`config.mk`:
```
export PLATFORM = sky130hd
export DESIGN_NAME = dff_write_arbiter
export DESIGN_NICKNAME = d
export VERILOG_FILES = /design/src/rtl/dff_write_arbiter.sv
export SDC_FILE = /design/constraint.sdc
export NUM_CORES = 1
export LEC_CHECK = 0
export ABC_AREA = 1
export CORE_ASPECT_RATIO = 1.2
export CORE_UTILIZATION = 42
export CTS_CLUSTER_DIAMETER = 30
export DETAILED_ROUTE_END_ITERATION = 8
export GPL_TIMING_DRIVEN = 0
export PLACE_DENSITY_LB_ADDON = 0.12
export RECOVER_POWER = 25
export SETUP_SLACK_MARGIN = 0.1
export SLEW_MARGIN = 10
export SYNTH_ARGS = -nofsm -noshare
export SYNTH_HDL_FRONTEND = slang
export SYNTH_SLANG_ARGS = --single-unit
export TNS_END_PERCENT = 30
```
`constraint.sdc`:
```
create_clock -name clk -period 1.7 [get_ports clk]
set_input_delay 0.255 -clock clk [delete_from_list [all_inputs] [get_ports clk]]
set_output_delay 0.255 -clock clk [all_outputs]
set_load 0.01 [all_outputs]
```
`src/rtl/dff_write_arbiter.sv`:
```
// Round-robin write arbiter that owns a shared WIDTH-bit storage register.
// Each write is sequenced IDLE -> GRANT -> COMMIT, one requester at a time.
module dff_write_arbiter #(
    parameter int NREQ  = 4,
    parameter int WIDTH = 8
) (
    input  logic                  clk,
    input  logic                  rst_n,
    input  logic [NREQ-1:0]       req,
    input  logic [NREQ*WIDTH-1:0] d_in,
    output logic [NREQ-1:0]       gnt,
    output logic                  wr_en,
    output logic [WIDTH-1:0]      wr_data,
    output logic [WIDTH-1:0]      q,
    output logic                  busy
);

    localparam int PW = (NREQ > 1) ? $clog2(NREQ) : 1;

    typedef enum logic [1:0] {
        IDLE,
        GRANT,
        COMMIT
    } state_t;

    state_t          state;
    logic [PW-1:0]   ptr;
    logic [PW-1:0]   win;
    logic [PW-1:0]   pick;
    logic [NREQ-1:0] pick_oh;
    logic            found;
    logic [WIDTH-1:0] win_data;

    // First set request bit at or after ptr, wrapping modulo NREQ.
    always_comb begin
        logic [PW-1:0] cidx;
        found   = 1'b0;
        pick    = '0;
        pick_oh = '0;
        cidx    = '0;
        for (int unsigned k = 0; k < NREQ; k++) begin
            cidx = PW'((32'(ptr) + k) % 32'(NREQ));
            if (!found && req[cidx]) begin
                found         = 1'b1;
                pick          = cidx;
                pick_oh[cidx] = 1'b1;
            end
        end
    end

    always_comb begin
        win_data = '0;
        for (int unsigned i = 0; i < NREQ; i++) begin
            if (win == PW'(i)) begin
                win_data = d_in[i*WIDTH +: WIDTH];
            end
        end
    end

    always_ff @(posedge clk or negedge rst_n) begin
        if (!rst_n) begin
            state   <= IDLE;
            gnt     <= '0;
            wr_en   <= 1'b0;
            wr_data <= '0;
            q       <= '0;
            ptr     <= '0;
            win     <= '0;
        end else begin
            case (state)
                IDLE: begin
                    gnt   <= '0;
                    wr_en <= 1'b0;
                    if (found) begin
                        gnt   <= pick_oh;
                        win   <= pick;
                        state <= GRANT;
                    end
                end
                GRANT: begin
                    gnt <= '0;
                    // A withdrawn request aborts without touching ptr.
                    if (req[win]) begin
                        wr_data <= win_data;
                        wr_en   <= 1'b1;
                        state   <= COMMIT;
                    end else begin
                        state <= IDLE;
                    end
                end
                COMMIT: begin
                    q     <= wr_data;
                    wr_en <= 1'b0;
                    ptr   <= (win == PW'(NREQ - 1)) ? '0 : win + 1'b1;
                    state <= IDLE;
                end
                default: begin
                    gnt   <= '0;
                    wr_en <= 1'b0;
                    state <= IDLE;
                end
            endcase
        end
    end

    assign busy = (state != IDLE);

endmodule

```
# Word level (Yosys, flattened, before mapping)
# Index checks and enable logic that the tools add are counted.
classes:
  n_reduce_logical: 15
  n_eq_ne: 7
  magnitude_cmp: 9
  bitwise: 3
  n_addsub: 4
  muxes: 42
ops:
  columns: ["op", "n"]
  rows:
  - ["$mux 8", 4]
  - ["$mux 4", 5]
  - ["$lt 2x3->1 const B", 5]
  - ["$mux 1", 15]
  - ["$mux 2", 7]
  - ["$or 4x4->4", 3]
  - ["$bmux 1 s2", 5]
  - ["$demux 1 s2", 4]
  - ["$ge 2x1->1 const B", 4]
  - ["$pmux 4 s2", 1]
  - ["$logic_and 1x1->1", 7]
  - ["$eq 2x2->1 const B", 3]
  - ["$add 2x1->2 const B", 2]
  - ["$add 2x2->2 const B", 2]
  - ["$eq 2x1->1 const B", 2]
  - ["$logic_not 2->1", 2]
  - ["$ne 2x2->1 const B", 2]
  - ["$pmux 2 s2", 1]
  - ["$reduce_and 2->1", 2]
  - ["$logic_not 1->1", 3]
  - ["$reduce_bool 2->1", 1]
word_totals:
  reg_bits: 27
  output_inout_bits: 22
  in_bits: 38
  word_cells: 87

# Depth between registers and ports, before layout
depth:
  word_depth: 14
  mapped_depth: 12
  depth_no_buf: 12

# Worst setup path after synthesis
# OpenSTA, ideal clock, no wires.
synth_timing:
  path_type: "reg2reg"
  startpoint: "register ptr[0]"
  endpoint: "register win[0]"
  setup_time_ns: 0.116
  path_slack_ns: -0.051
  stages_incl_launch_ff: 12
  arrival_ns: 1.634
  n_path_buf: 0
  path_cell_list: "dfrtp_1 > inv_4 > ha_1 > inv_1 > nand2_1 > nand2_2 > nor2_8 > nand3_2 > nand2_2 > nor2_1 > nand2_1 > nand2_1"
synth_via:
  elab_chain_len: 13
  elab_cells_between_ends: 26
  classes_between: "3 x add/sub; 16 x mux; 7 x reduce/logical"
synth_lines:
  columns: ["item", "line_no", "text"]
  rows:
  - ["start: declaration", "27", "logic [PW-1:0] ptr;"]
  - ["start signal: assignment", "94", "ptr <= (win == PW'(NREQ - 1)) ? '0 : win + 1'b1;"]
  - ["branches (longest 13 deep; another with $add 2x1->2)", null, null]
  - ["end signal: assignment", "76", "win <= pick;"]
  - ["end: declaration", "28", "logic [PW-1:0] win;"]
# Parallel ways; which one is timed is not known. The select of a mux whose other input is x is not followed.
# A chain may end at the register's enable or synchronous reset.

# Worst setup path after layout
layout_timing:
  startpoint: "register ptr[0]"
  endpoint: "register win[1]"
# The elaborated chain is that of the path after synthesis.

==> reports/metrics.yaml <==
status: "complete, no violations"
period_needed_ns: 1.60
grt_pass1_vias: 1695
dr.pass1.iters: 4
cp_num_buf_inv: 3
pwr-share-clk_pct: 6.9
place_hpwl_um: 3340
endpoint: "win[1]$_DFFE_PN0P_"
viasPerCell: 5.03
drc: 0
ir_drop_mv: 1.04
gp_congestion: 0.863
synthXorXnorAreaFrac_pct: 0
r2r-start: "ptr[0]$_DFFE_PN0N_"
wirelength_um: 4720
synth_cells: 252
grt_overflow: 0
wl_per_cell_um: 12.4
setup_ws_ns: 0.0978
areaGrowthSynthToFinish_pct: 53.2
synth-edff-count: 0
ys.warnings.count: 0
skew_ns: 0.00647
grt_pass1_wl_um: 7470
die-area_um2: 4630
stdcell_count: 381
cts.htree.levels: 1
drtAntennaViolNets: 0
syn_avg_cell_area_um2: 7.27
p_total_mw: 5.25
hp-class: "in2async"
worst-path-max-fanout: 7
async_flop_share_pct: 100
startpoint: "ptr[0]$_DFFE_PN0N_"
clock_path_buffers: 2
timing_hold_violations_final: 0
ios: 60
rsz0062_at_grt: "true"
clock_latency_ns: 0.27
max_stage_delay_ns: 0.40
worst_slew_pin_slew_ns: 1.43
grt_usage_pct: 19.7
first_iter_violations: 76
dpl_cell_area_um2: 2510
cts.sinks: 27
dp_cells: 365
r2r-end: "win[1]$_DFFE_PN0P_"
r2r_setup_slack_ns: 0.1
rr_worst_depth: 11
synth_compound_area_share_pct: 14.5
relSlewSlack_pct: 4.67
synthTopCellsByArea: "dfrtp_1, nand2_1, ha_1"
num_rows: 25
via_count: 1916
fin_crit_sh_pct: 94.2
insertedDiodeCount: 0
critPathSlowestCell: "dfrtp_2"
io_buffers: 59
clkTransAtPathRegs_ns: 0.10
dp_worst_setup_slack_ns: -0.327
synth_fa_ha_area_share_pct: 8.19
yosys.area.top_type: "dfrtp_1"
initial_utilization_pct: 45.1
ys_ff_latch: 27
yosysTopAreaCellShare_pct: 36.9
drv_slew: 0
p_per_area_nw_per_um2: 1870
synth_top_family_by_area: "simple AND/OR/NAND/NOR gates"
antenna_found_initial: 0
yosysUniqueCellTypes: 21
synth_top_flop_cell: "dfrtp_1"
swShare_pct: 48.7
cts_hold_buffers: 0
drive_above_1_share_pct: 19.6
synthTopCellsByCount: "nand2_1, dfrtp_1, inv_1, o21ai_0"
synthMuxAreaShare_pct: 0
dieHeight_um: 74.4
grt_max_degree: 28
critPathTopFamily: "simple AND/OR/NAND/NOR gates"
fillers: 348
worst_setup_path_start_kind: "flip-flop"
comb_power_share_pct: 71.0
clock.fmax_mhz: 624
cap_viol_max_count: 0
seq_area_um2: 679
core_area_um2: 4070
nets: 378
yosys.area_share.simple_pct: 33.6
stdcell_area_um2: 2810
crit_type: "reg2reg"
endpoint_kind: "flip-flop"
critPathRequiredTime_ns: 1.87
seqPwrFrac_pct: 22.1
cp.arrival_ns: 1.77
syn-cell-area_um2: 1830
cp_num_cells: 11
cts-root-buf: "clkbuf_8"
multiInputGateArea_um2: 1190
cts_tree: "done"
p_leak_nw: 1.33
timing.hold.ws_ns: 0.301
syn_nets: 302
critical_path.cell_chain: "clkinv_4 > ha_4 > inv_4 > nand2_4 > nand2_8 > nor2_8 > nand3_2 > nand2_4 > inv_2 > nand2_1 > nand2_1"
cts_buffers: 3
p_sw_mw: 2.56
p_int_mw: 2.69
synth_most_common_cell: "nand2_1"
setup_violations: 0
yosysSeqAreaShare_pct: 36.9
die_w_um: 62.3
[placed cells by master (no fill, tap or decap)]
cell	instances
nand2_1	69
clkdlybuf4s50_1	58
dfrtp_1	24
inv_1	20
nand3_1	17
o21ai_0	16
nor2_1	13
a21oi_1	11
ha_1	10
buf_4	10
nand2_2	9
a22oi_1	8
nand2_4	6
nor2_4	5
o21ai_1	5
nand4_1	5
inv_2	4
nor2_2	4
a21boi_0	4
clkbuf_8	4
nand2_8	3
a21oi_2	3
dfrtp_2	3
clkinv_4	2
inv_4	2
nand3_2	2
clkbuf_1	2
buf_6	2
clkinv_1	1
nand3_4	1
nor2_8	1
ha_4	1
ha_2	1
clkinvlp_4	1
[worst min path at each step]
stage | endpoint | cells after the start | slack (ns) | startpoint
after floorplan | gnt[0]$_DFFE_PN0P_ | 0 | -0.04 | rst_n
after global placement | q[1]$_DFFE_PN0N_ | 2 | 0.45 | q[1]$_DFFE_PN0N_
after detailed placement | q[5]$_DFFE_PN0N_ | 2 | 0.46 | q[5]$_DFFE_PN0N_
after CTS | q[5]$_DFFE_PN0N_ | 2 | 0.48 | q[5]$_DFFE_PN0N_
after global routing | q[0]$_DFFE_PN0N_ | 1 | 0.41 | rst_n
final | q[7]$_DFFE_PN0N_ | 1 | 0.30 | rst_n
[what timing repair did]
item                                    in CTS  in global routing
endpoints found under the setup margin      16                 24
setup buffers                                5                  6
gates cloned                                 0                  2
endpoints found under the hold margin        0                  0
gates resized for setup                     17                 39
pin swaps                                    2                 17
[routing by layer]
metal	track usage [%]	wire length, µm
met5	0	0
met2	35.0	2330
met4	4.13	20
met1	26.4	2200
met3	1.84	162
[cells by family (layout without fill, tap and decap cells)]
| logic type | Yosys count | after routing |
|---|---|---|
| AND/OR/NAND/NOR | 133 | 135 |
| AO/OA/AOI/OAI | 47 | 47 |
| buffers and inverters | 33 | 106 |
| flip-flops | 27 | 27 |
| adder cells (fa/ha/maj) | 12 | 12 |
[state kept, by name (all words and copies together), names as in the netlist]
name,flops
gnt,4
ptr,2
q,8
state,2
win,2
wr_data,8
wr_en,1
[through the flow]
step | setup TNS [ns] | utilization [%]
finish | 0 | 69.0
global route | 0 | 69.0
CTS | 0 | 64.8
detailed placement | -3.75 | 61.6
global placement | -2.51 | 61.6
floorplan | 0 | -
[final cells by class]
class | instances | share of cell area [%]
buffer | 3 | 1.02
clock buffer | 3 | 1.47
clock inverter | 1 | 0.267
inverter | 29 | 4.41
multi-input combinational | 194 | 42.3
sequential | 27 | 24.2
tap | 54 | 2.41
timing repair buffer | 70 | 23.9
[worst reg2reg max path, stage by stage, from the launching register on]
cell and delay, ns:
dfrtp_2 0.40, clkinv_4 0.09, ha_4 0.32, inv_4 0.06
nand2_4 0.08, nand2_8 0.07, nor2_8 0.14, nand3_2 0.09
nand2_4 0.10, inv_2 0.04, nand2_1 0.05, nand2_1 0.05
[power by group through the flow]
stage	Combinational, mW	Sequential, mW	Clock, mW
finish	3.73	1.16	0.365
floorplan	1.81	1.25	0
global route	4.09	1.20	0.394
CTS	3.14	1.15	0.373
global placement	2.81	1.19	0
detailed placement	2.86	1.20	0
Note: power is estimated with default switching activity, not from simulation.
